**src/rtl/hazard_ctrl.sv**
```systemverilog
// Pipeline hazard controller: load-use bubbles, multi-cycle EX stalls, redirect flushes, EX forwarding.
// Optional stall/flush performance counters are enabled with the HAZARD_PERF_CNT_EN macro.
module hazard_ctrl #(
    parameter int REG_AW   = 5,
    parameter int LOAD_LAT = 1,
    parameter int CNT_W    = 32
) (
    input  logic              clk,
    input  logic              rst,
    input  logic [REG_AW-1:0] id_rs1,
    input  logic [REG_AW-1:0] id_rs2,
    input  logic              id_use_rs1,
    input  logic              id_use_rs2,
    input  logic [REG_AW-1:0] ex_rd,
    input  logic              ex_we,
    input  logic              ex_load,
    input  logic              ex_mc_start,
    input  logic              mc_done,
    input  logic              ex_redirect,
    input  logic [REG_AW-1:0] ex_rs1,
    input  logic [REG_AW-1:0] ex_rs2,
    input  logic [REG_AW-1:0] mem_rd,
    input  logic [REG_AW-1:0] wb_rd,
    input  logic              mem_we,
    input  logic              wb_we,
    output logic              stall_if,
    output logic              stall_id,
    output logic              stall_ex,
    output logic              flush_id,
    output logic              flush_ex,
    output logic              flush_mem,
    output logic [1:0]        fwd_a,
    output logic [1:0]        fwd_b,
    output logic [CNT_W-1:0]  stall_cycles,
    output logic [CNT_W-1:0]  flush_events
);

    typedef enum logic [1:0] {RUN, LOAD_WAIT, MC_BUSY} state_t;

    state_t     state_q, state_d;
    logic [1:0] lcnt_q, lcnt_d;
    logic       load_use_hit;

    assign load_use_hit = ex_load && ex_we && (ex_rd != '0) &&
                          ((id_use_rs1 && (id_rs1 == ex_rd)) ||
                           (id_use_rs2 && (id_rs2 == ex_rd)));

    always_comb begin
        state_d   = state_q;
        lcnt_d    = lcnt_q;
        stall_if  = 1'b0;
        stall_id  = 1'b0;
        stall_ex  = 1'b0;
        flush_id  = 1'b0;
        flush_ex  = 1'b0;
        flush_mem = 1'b0;
        case (state_q)
            RUN: begin
                // A multi-cycle op in EX takes precedence over load-use and redirect handling
                if (ex_mc_start) begin
                    if (!mc_done) begin
                        stall_if  = 1'b1;
                        stall_id  = 1'b1;
                        stall_ex  = 1'b1;
                        flush_mem = 1'b1;
                        state_d   = MC_BUSY;
                    end
                end else if (ex_redirect) begin
                    flush_id = 1'b1;
                    flush_ex = 1'b1;
                end else if (load_use_hit) begin
                    stall_if = 1'b1;
                    stall_id = 1'b1;
                    flush_ex = 1'b1;
                    if (LOAD_LAT > 1) begin
                        lcnt_d  = 2'(LOAD_LAT - 1);
                        state_d = LOAD_WAIT;
                    end
                end
            end
            LOAD_WAIT: begin
                stall_if = 1'b1;
                stall_id = 1'b1;
                flush_ex = 1'b1;
                lcnt_d   = lcnt_q - 2'd1;
                if (lcnt_q == 2'd1) begin
                    state_d = RUN;
                end
            end
            MC_BUSY: begin
                if (mc_done) begin
                    state_d = RUN;
                end else begin
                    stall_if  = 1'b1;
                    stall_id  = 1'b1;
                    stall_ex  = 1'b1;
                    flush_mem = 1'b1;
                end
            end
            default: begin
                state_d = RUN;
                lcnt_d  = 2'd0;
            end
        endcase
    end

    always_ff @(posedge clk or posedge rst) begin
        if (rst) begin
            state_q <= RUN;
            lcnt_q  <= 2'd0;
        end else begin
            state_q <= state_d;
            lcnt_q  <= lcnt_d;
        end
    end

    // MEM result is younger than WB, so it wins when both match
    always_comb begin
        fwd_a = 2'b00;
        fwd_b = 2'b00;
        if (mem_we && (mem_rd != '0) && (mem_rd == ex_rs1)) begin
            fwd_a = 2'b10;
        end else if (wb_we && (wb_rd != '0) && (wb_rd == ex_rs1)) begin
            fwd_a = 2'b01;
        end
        if (mem_we && (mem_rd != '0) && (mem_rd == ex_rs2)) begin
            fwd_b = 2'b10;
        end else if (wb_we && (wb_rd != '0) && (wb_rd == ex_rs2)) begin
            fwd_b = 2'b01;
        end
    end

`ifdef HAZARD_PERF_CNT_EN
    logic [CNT_W-1:0] stall_cycles_q, stall_cycles_d;
    logic [CNT_W-1:0] flush_events_q, flush_events_d;

    always_comb begin
        stall_cycles_d = stall_cycles_q + CNT_W'(stall_if);
        flush_events_d = flush_events_q + CNT_W'(flush_id);
    end

    always_ff @(posedge clk or posedge rst) begin
        if (rst) begin
            stall_cycles_q <= '0;
            flush_events_q <= '0;
        end else begin
            stall_cycles_q <= stall_cycles_d;
            flush_events_q <= flush_events_d;
        end
    end

    assign stall_cycles = stall_cycles_q;
    assign flush_events = flush_events_q;
`else
    assign stall_cycles = '0;
    assign flush_events = '0;
`endif

endmodule

```
**config.mk**
```make
export PLATFORM = sky130hd
export DESIGN_NAME = hazard_ctrl
export DESIGN_NICKNAME = d
export VERILOG_FILES = /design/src/rtl/hazard_ctrl.sv
export SDC_FILE = /design/constraint.sdc
export NUM_CORES = 1
export LEC_CHECK = 0
export CORE_MARGIN = 3
export CORE_UTILIZATION = 24
export CTS_CLUSTER_SIZE = 10
export DETAILED_ROUTE_END_ITERATION = 6
export GPL_TIMING_DRIVEN = 0
export PLACE_DENSITY = 0.83
export SYNTH_ARGS = -nofsm -noshare
export SYNTH_HDL_FRONTEND = slang
export SYNTH_SLANG_ARGS = --single-unit
```
**constraint.sdc**
```tcl
create_clock -name clk -period 1.3 [get_ports clk]
set_input_delay 0.195 -clock clk [delete_from_list [all_inputs] [get_ports clk]]
set_output_delay 0.195 -clock clk [all_outputs]
set_load 0.02 [all_outputs]
```
# --- Word-level counts from Yosys, hierarchy flattened ---
# Index checks and enable logic that the tools add are counted.
op_classes:
  add_sub_neg: 1
  eq_ne: 13
  n_mux: 23
  reduce_logical: 18
ops:
  columns: ["operator", "count"]
  rows:
  - ["== test 5 bit", 6]
  - ["nonzero test 5 bit", 3]
  - ["2-to-1 mux 1 bit", 12]
  - ["2-to-1 mux 2 bit", 6]
  - ["logical AND 1 bit", 11]
  - ["inequality test 2 bit, second input constant", 4]
  - ["one-hot mux 2 bit (3 select lines)", 1]
  - ["== test 2 x 1 -> 1 bit, second input constant", 2]
  - ["one-hot mux 1 bit (2 select lines)", 2]
  - ["one-hot mux 2 bit (2 select lines)", 1]
  - ["AND reduction 4 bit", 1]
  - ["one-hot mux 1 bit (3 select lines)", 1]
  - ["== test 2 bit, second input constant", 1]
  - ["zero test 2 bit", 1]
  - ["OR reduction 2 bit", 1]
  - ["subtractor 2 x 1 -> 2 bit, second input constant", 1]
  - ["logical OR 1 bit", 1]
word_totals:
  ff_bits: 4
  out_inout_bits: 74
  word_cells: 57

# --- Longest topological paths before layout ---
# Gate-level depths: netlist (run 1).
logic_depth:
  depth_word: 8
  depth_mapped: 5
  mapped_depth_nobuf: 4

# --- Worst setup path after synthesis (run 1) ---
# Ideal clock, no wire load.
synth_path:
  path_type: "input to output"
  startpoint: "input ex_rd[3]"
  endpoint: "output stall_if"
  arrival_time_ps: 1681
  path_slack_ps: -576
  path_stages: 5
  path_buffers: 1
  cell_sequence: "xor2_1 nor4_1 a32oi_1 o32ai_1 buf_4"
synth_between:
  elab_chain_cells: 8
  elab_cells_between_ends: 12
  cone_classes: "2 x eq/ne; 4 x mux; 6 x reduce/logical"
synth_lines:
  columns: ["element", "line_no", "source"]
  rows:
  - ["start: declaration", "14", "input logic [REG_AW-1:0] ex_rd,"]
  - ["== test 5 bit, on equally long branches", "45, 46", null]
  - ["logical AND 1 bit, on equally long branches", "45, 46", null]
  - ["logical OR 1 bit", "45", "((id_use_rs1 && (id_rs1 == ex_rd)) ||"]
  - ["logical AND 1 bit *", "44", "assign load_use_hit = ex_load && ex_we && (ex_rd != '0) &&"]
  - ["2-to-1 mux 1 bit * (3 in series)", null, null]
  - ["one-hot mux 1 bit (3 select lines) *", null, null]
  - ["end: declaration", "26", "output logic stall_if,"]
# Mark *: on every way between the ends. The rest lies on a longest branch, timed or not.

# --- Worst setup path in the final report (run 1) ---
layout_path:
  startpoint: "input wb_rd[4]"
  endpoint: "output fwd_a[0]"
layout_between:
  elab_chain_cells: 5
  elab_cells_between_ends: 6
  cone_classes: "1 x eq/ne; 2 x mux; 3 x reduce/logical"
layout_lines:
  columns: ["element", "line_no", "source"]
  rows:
  - ["start: declaration", "23", "input logic [REG_AW-1:0] wb_rd,"]
  - ["nonzero test 5 bit", "123", "end else if (wb_we && (wb_rd != '0) && (wb_rd == ex_rs1)) begin"]
  - ["logical AND 1 bit", "123", null]
  - ["logical AND 1 bit *", "123", null]
  - ["2-to-1 mux 1 bit *", "123", null]
  - ["2-to-1 mux 2 bit *", "121", "if (mem_we && (mem_rd != '0) && (mem_rd == ex_rs1)) begin"]
  - ["end: declaration", "32", "output logic [1:0] fwd_a,"]
# Marked as above.

==> impl_metrics.json, run 1 <==
{
  "fp.dieArea_um2": 4790,
  "drive_gt1_share_pct": 53.6,
  "rsz0062_at_grt": "true",
  "cts.clk_slew.worst_paths_ps": 0,
  "drc": 0,
  "antenna_cells": 0,
  "cpPeakStageDelay_ps": 530,
  "grtUsageTotal_pct": 11.7,
  "path_common_cell": "or4_4",
  "io_pins": 120,
  "whs_ps": 341,
  "min_path_type": "in2async",
  "final_common_cell": "buf_4",
  "area_growth_pct": 113,
  "setup_viol": 7,
  "period_share_pct": 134,
  "cp_num_buf_inv": 3,
  "slowest_stage": "or4_4",
  "crit_type": "in2out",
  "dp_slack_ps": -1320,
  "insertion_delay_ps": 0,
  "synth_area_um2": 960,
  "fin_worst_skew_ps": 0,
  "largest_register_ffs": 1,
  "vias": 1065,
  "crit_arrival_ps": 1550,
  "drv_cap": 0,
  "avgViaCountPerCell": 3.55,
  "yosysTopAreaCell": "buf_4",
  "ctsHoldBuffers": 0,
  "drtAntennaViolNets": 0,
  "chipHeight_um": 69.2,
  "violations": "setup timing",
  "crit_fanout": 3,
  "fin_crit_ps": 1740,
  "coreArea_um2": 3740,
  "cp_top_family": "simple AND/OR/NAND/NOR gates",
  "wl_met3_um": 328,
  "drtPass1Iterations": 2,
  "top_register": "state_q",
  "mostFrequentLayoutCells": "buf_4, conb_1, xor2_1",
  "reg.largest.list": "state_q (1)",
  "place_congestion": 0.818,
  "num_rows": 22,
  "ys_seq_area_share_pct": 2.61,
  "die_w_um": 69.2,
  "fmax_mhz": 574,
  "grt_pass1_vias": 1061,
  "worst_slack_ps": -441,
  "port_buffers": 55,
  "post_drt_wl_per_cell_um": 10.4,
  "initial_utilization_pct": 25.6,
  "dp.final_hpwl_mm": 2.69,
  "ir_drop_uv": 285,
  "ys_types": 19,
  "wl_met1_mm": 1.03,
  "hold_viol_final": 0,
  "antenna_found_initial": 0,
  "cp.required_ps": 1110,
  "drv_slew": 0,
  "top_layer_used": "met4",
  "netlist_top_cells_area": "buf_4, xor2_1, xnor2_1",
  "ys.warnings.count": 0,
  "power_density_nw_per_um2": 372,
  "tns_ps": -2470,
  "drt-total-wl_mm": 3.12,
  "grt_max_degree": 5,
  "drtIter0Drc": 10,
  "power.leakage_nw": 1.12,
  "crit_chain": "buf_8 > or4_4 > o21ai_4 > buf_6 > or4_4 > nor4_4 > buf_4",
  "synth_seq_cells": 1,
  "end_kind": "output pin",
  "startpoint_type": "input pin",
  "final_util_pct": 54.5,
  "final_nets": 300,
  "met2_length_mm": 1.73,
  "syn_avg_cell_area_um2": 7.80,
  "netlist.area_leader.share_pct": 51.6,
  "status": "complete, but fails checks",
  "r2r_slack_ps": 450,
  "grt_first_pass_wirelength_mm": 4.71,
  "total_power_w": 0.000760,
  "syn_inst": 123,
  "grt-ovfl-total": 0
}
[kinds of logic after synthesis]
family / share of synthesized area (%)
xor+xnor: 27.4
compound gates: 4.95
simple gates: 12.6
other cells: 0.391
flops: 2.61
buf+inv: 52.0
[power by group]
| part | total [W] | leakage [nW] | switching [W] | internal, W |
|---|---|---|---|---|
| clock | 0 | 0 | 0 | 0 |
| sequential | 0.0000357 | 0.0125 | 0.00000183 | 0.0000338 |
| combinational | 0.000724 | 1.11 | 0.000370 | 0.000354 |
| total | 0.000760 | 1.12 | 0.000372 | 0.000388 |
[final cells by class]
type,count,area [um2]
timing repair buffer,66,603
buffer,66,495
tap,48,60.1
inverter,1,3.75
fill,341,1700
sequential,1,25.0
multi-input combinational,118,855
[per-layer routing]
metal / up-vias / global-route usage [%]
met5: - / 0
met4: 0 / 1.30
met3: 4 / 2.03
met2: 85 / 24.6
met1: 444 / 12.0
li1: 532 / -
[synth_stat cells, drive strengths merged]
library cell / instances
buf: 66
xor2: 22
xnor2: 8
nor4: 6
or4: 5
nor2: 3
and2: 2
nand3: 2
o21ai: 2
a32oi: 1
conb: 1
dfrtp: 1
inv: 1
o2111ai: 1
o21bai: 1
o32ai: 1
[per-stage QoR]
step           std cells  instance area (um2)
2_1_floorplan        186                 1240
3_3_place_gp         289                 1850
3_5_place_dp         289                 1850
4_1_cts              297                 1970
5_1_grt              300                 2040
6_report             300                 2040
[repair_timing]
action | in CTS | in global routing
pin swaps | 23 | 20
setup endpoints to repair | 10 | 8
gates resized for setup | 156 | 56
buffers inserted | 8 | 3
[path summary, 6_finish.rpt]
kind / from / end / cells after the start
setup reg to reg: state_q[1] / state_q[1] / 3
hold / removal: rst / state_q[1] / 2
hold reg to reg: state_q[1] / state_q[1] / 3
setup / recovery: wb_rd[4] / fwd_a[0] / 7
min in group clk: mc_done / state_q[1] / 2
max in group asynchronous: rst / state_q[1] / 2
Power figures use the tool's default switching activity.
==> run 2, diff against run 1 <==
CORE_ASPECT_RATIO = 0.7   (was unset)
SLEW_MARGIN = 15   (was unset)
==> run 2 against run 1 <==
Against the previous run: the run still ends with setup timing left; largest power group unchanged; critical path depth did not move; critical path type unchanged; clock skew unchanged; highest routed layer is now met3; final area fell by 4.1%.
==> impl_metrics.json, run 2 (synthesis results as in run 1) <==
{
  "status": "complete, but fails checks",
  "violations": "setup timing",
  "final_nets": 298,
  "seq_area_um2": 25.0,
  "cts.clk_slew.worst_paths_ps": 0,
  "top_register": "state_q",
  "ctsHoldBuffers": 0,
  "port_buffers": 55,
  "crit_arrival_ps": 1490,
  "setup_viol": 7,
  "final_common_cell": "buf_4",
  "drc": 0,
  "fin_crit_ps": 1690,
  "insertion_delay_ps": 0,
  "io_pins": 120,
  "dp.final_hpwl_mm": 2.57,
  "avgViaCountPerCell": 3.26,
  "nFillCells": 357,
  "coreArea_um2": 3670,
  "post_dp_cell_area_um2": 1850,
  "period_share_pct": 130,
  "multi_input_area_um2": 820,
  "power.leakage_nw": 1.09,
  "num_rows": 18,
  "antenna_found_initial": 0,
  "rsz0062_at_grt": "true",
  "worst_slack_ps": -388,
  "drv_cap": 0,
  "grt_max_degree": 4,
  "grtUsageTotal_pct": 11.4,
  "hold_viol_final": 0,
  "antenna_cells": 0,
  "startpoint_type": "input pin",
  "crit_fanout": 3,
  "drtPass1Iterations": 2,
  "grt-ovfl-total": 0,
  "cp.required_ps": 1110,
  "crit_type": "in2out",
  "drtIter0Drc": 2,
  "drt-total-wl_mm": 3.05,
  "fp.dieArea_um2": 4810,
  "total_power_w": 0.000739,
  "drv_slew": 0,
  "area_growth_pct": 104,
  "drtAntennaViolNets": 0,
  "largest_register_ffs": 1,
  "grt_pass1_vias": 920,
  "place_congestion": 0.815,
  "mostFrequentLayoutCells": "buf_4, conb_1, xor2_1",
  "fmax_mhz": 592,
  "fin_worst_skew_ps": 0,
  "reg.largest.list": "state_q (1)",
  "grt_first_pass_wirelength_mm": 4.38,
  "end_kind": "output pin",
  "post_drt_wl_per_cell_um": 10.2,
  "initial_utilization_pct": 26.1,
  "final_area_um2": 1960,
  "ir_drop_uv": 273,
  "min_path_type": "in2async",
  "die_w_um": 81.6,
  "vias": 977,
  "chipHeight_um": 58.9,
  "drive_gt1_share_pct": 52.4,
  "power_density_nw_per_um2": 378
}
-- run 2: what timing repair did --
item	in CTS	in global routing
setup buffers	6	3
pin swaps	27	15
setup endpoints to repair	10	8
resized for setup	159	45
-- run 2: power breakdown --
part           switching (W)  internal [W]
sequential        0.00000193     0.0000338
combinational       0.000364      0.000340
clock                      0             0
-- run 2: area by class of cell --
class	instances	area share [%]
buffer	66	25.3
inverter	1	0.192
multi-input combinational	118	41.9
sequential	1	1.28
tap	50	3.19
timing repair buffer	64	28.2
-- run 2: worst paths after layout --
check | from | cells after the start | slack [ps] | to
setup / recovery | ex_rd[0] | 7 | -390 | stall_if
hold reg to reg | state_q[1] | 4 | 760 | state_q[1]
min in group clk | mc_done | 2 | 540 | state_q[1]
hold / removal | rst | 2 | 350 | state_q[1]
max in group asynchronous | rst | 2 | 860 | state_q[1]
setup reg to reg | state_q[1] | 4 | 410 | state_q[1]
-- run 2: per-stage QoR --
stage	util, %	cells	TNS [ps]	hold WS (ps)	setup slack [ps]
2_1_floorplan	-	186	-844	-76.3	-337
3_3_place_gp	50.5	291	-9290	346	-1260
3_5_place_dp	50.5	291	-9510	342	-1340
4_1_cts	52.7	297	-2490	350	-507
5_1_grt	53.3	300	-2590	375	-499
6_report	53.3	300	-2190	348	-388
-- run 2: critical path, stage by stage --
cell     delay (ps)
buf_8           100
xor2_2          160
nor4_2          330
a32oi_2         120
o32ai_2         310
buf_4           160
buf_6           110
-- run 2: layer usage --
| layer | vias up | routed length (um) | GRT usage [%] |
|---|---|---|---|
| met5 | - | 0 | 0 |
| li1 | 529 | - | - |
| met4 | 0 | 0 | 0 |
| met1 | 415 | 961 | 12.3 |
| met2 | 33 | 1890 | 25.3 |
| met3 | 0 | 205 | 0.459 |
==> RTL edit, RTL diff (config.mk and constraints of run 1) <==
The option `HAZARD_PERF_CNT_EN` is turned on by a define.
--- a/src/rtl/hazard_ctrl.sv
+++ b/src/rtl/hazard_ctrl.sv
@@ -2,2 +2,4 @@
 // Optional stall/flush performance counters are enabled with the HAZARD_PERF_CNT_EN macro.
+`define HAZARD_PERF_CNT_EN
+
 module hazard_ctrl #(
Behaviour: not the same (Yosys sat finds a counterexample within 4 cycles, from zero or initial values and one cycle with rst high).
==> RTL edit against run 1 <==
The run still ends with negative setup slack left. Synthesized cell count grew 140%. Setup slack lost 0.39 ns. Core utilization shrank 11 points. Power grew to 8.1 times the old value. Sequential share of layout area grew 27 points. Wire length grew to 3.2 times the old value. Area after synthesis grew to 3.5 times the old value. Largest cell class is now multi-input gates. Die area grew to 3.2 times the old value. Cell area grew to 2.9 times the old value. Sequential cell count grew 64. First-iteration DRC count grew to 5.3 times the old value.
==> RTL edit: results (changes against run 1) <==
| Metric | Value |
|---|---|
| Sequential fraction of the synthesis area | `0.491 (+0.465)` |
| DR vias | `2,937 (+180%)` |
| Largest net degree at the start of global routing | `34 (+29)` |
| Layout cells sized above 1 | `0.502 (-0.0336)` |
| Vias in the first global route | `3,005 (+180%)` |
| Final nets | `514 (+71%)` |
| Final setup margin | `-0.829 ns (-0.388 ns)` |
| Root buffer cell | `clkbuf_16` |
| GPL Wtd Cong | `0.806 (-1.5%)` |
| Synth area leaders | `dfrtp_1, xnor2_1, xor2_1, nand3_1, nand4_1` |
| DR pass1 iterations | `4 (+2)` |
| Max VDD drop | `0.995 mV (+250%)` |
| Design area | `5830 um2 (+190%)` |
| Arr. time, crit path | `2.34 ns (+0.79 ns)` |
| GRT Util Overall | `0.130 (+0.0137)` |
| Clock Latency Late Sink | `0.34 ns (+0.34 ns)` |
| Initial DRC Count | `53 (+43)` |
| Reg2Reg Depth | `9 (+6)` |
| Global-route wire length before repair | `15,400 um (+230%)` |
| CTS clk-pin slew, worst paths | `0.06 ns (+0.06 ns)` |
| CP max-delay cell | `dfrtp_1` |
| Placed Area | `4980 um2 (+170%)` |
| Crit Reg-Reg Endpoint | `stall_cycles[26]$_DFF_PP0_` |
| Violated checks | `negative setup slack` |
| CP Launch Point | `state_q[1]$_DFFE_PP0P_` |
| Routed WL | `10,000 um (+220%)` |
| Pleak | `2.67 nW (+140%)` |
| Setup-failing EPs final | `73 (+66)` |
| Slowest cell delay on critical path | `0.39 ns (-0.14 ns)` |
| Clk_skew | `0.00841 ns (+0.00841 ns)` |
| Pre-CTS setup slack | `-1.79 ns (-0.478 ns)` |
| Port-buffer cells | `119 (+120%)` |
| Status | `finished, violations left` |
| Worst setup EP type | `flop` |
RTL edit: changes by cell type after synthesis, moves of 18 or more:
cell,change
buf_4,-62
dfrtp_1,+64
nand2_1,+18
nand3_1,+23
nand4_1,+20
xnor2_1,+47
RTL edit: through the flow:
stage / hold WS [ns] / std cells / power [mW] / utilization
after global routing: 0.401 / 644 / 6.44 / 0.437
after floorplan: 0.261 / 294 / 3.05 / -
after global placement: 0.457 / 589 / 3.66 / 0.372
after detailed placement: 0.461 / 590 / 3.72 / 0.373
after CTS: 0.350 / 621 / 6.03 / 0.416
final: 0.344 / 644 / 6.12 / 0.437
RTL edit: report_power, final:
part	total (mW)	internal (mW)	leakage, nW	switching (mW)
clock	2.17	1.32	0.128	0.848
combinational	1.45	0.724	1.68	0.722
sequential	2.51	2.21	0.859	0.296
RTL edit: cell families (layout without fill, tap and decap cells):
| group | after synthesis | after routing | synth area share |
|---|---|---|---|
| AO/OA/AOI/OAI | 6 | 6 | 0.0132 |
| XOR/XNOR | 90 | 90 | 0.238 |
| adder cells (fa/ha/maj) | 4 | 4 | 0.0151 |
| buffers and inverters | 10 | 184 | 0.0159 |
| flip-flops | 65 | 65 | 0.491 |
| AND/OR/NAND/NOR | 119 | 119 | 0.227 |
RTL edit: per-layer routing:
layer | share of wire | track usage | routed length, um | up-vias
met3 | 0.077 | 0.0622 | 772 | 13
met2 | 0.54 | 0.230 | 5450 | 89
met4 | 0.014 | 0.0388 | 139 | 0
li1 | - | - | - | 1380
met1 | 0.36 | 0.138 | 3650 | 1455
met5 | 0 | 0 | 0 | -
RTL edit: worst min path at each step:
stage                                    start                         end  slack (ns)  cells after the start
finish                                     rst   flush_events[0]$_DFF_PP0_        0.34                      2
global route                               rst   flush_events[0]$_DFF_PP0_        0.40                      2
CTS                                        rst   flush_events[0]$_DFF_PP0_        0.35                      2
detailed placement  flush_events[31]$_DFF_PP0_  flush_events[31]$_DFF_PP0_        0.46                      1
global placement    flush_events[31]$_DFF_PP0_  flush_events[31]$_DFF_PP0_        0.46                      1
floorplan                              mc_done      state_q[1]$_DFFE_PP0P_        0.26                      1
RTL edit: repair_timing:
item	4_1_cts	5_1_grt
cloned	1	1
pin swaps	60	59
setup buffers	16	25
endpoints found under the setup margin	136	115
resized for setup	338	113
RTL edit: layout make-up:
class | count | area, um2
fillers | 1248 | 7520
clock buffers | 12 | 246
repair buffers | 160 | 1450
plain buffers | 5 | 41.3
inverters | 4 | 26.3
flip-flops and latches | 65 | 1650
multi-input cells | 219 | 2180
clock inverters | 3 | 17.5
well taps | 176 | 220
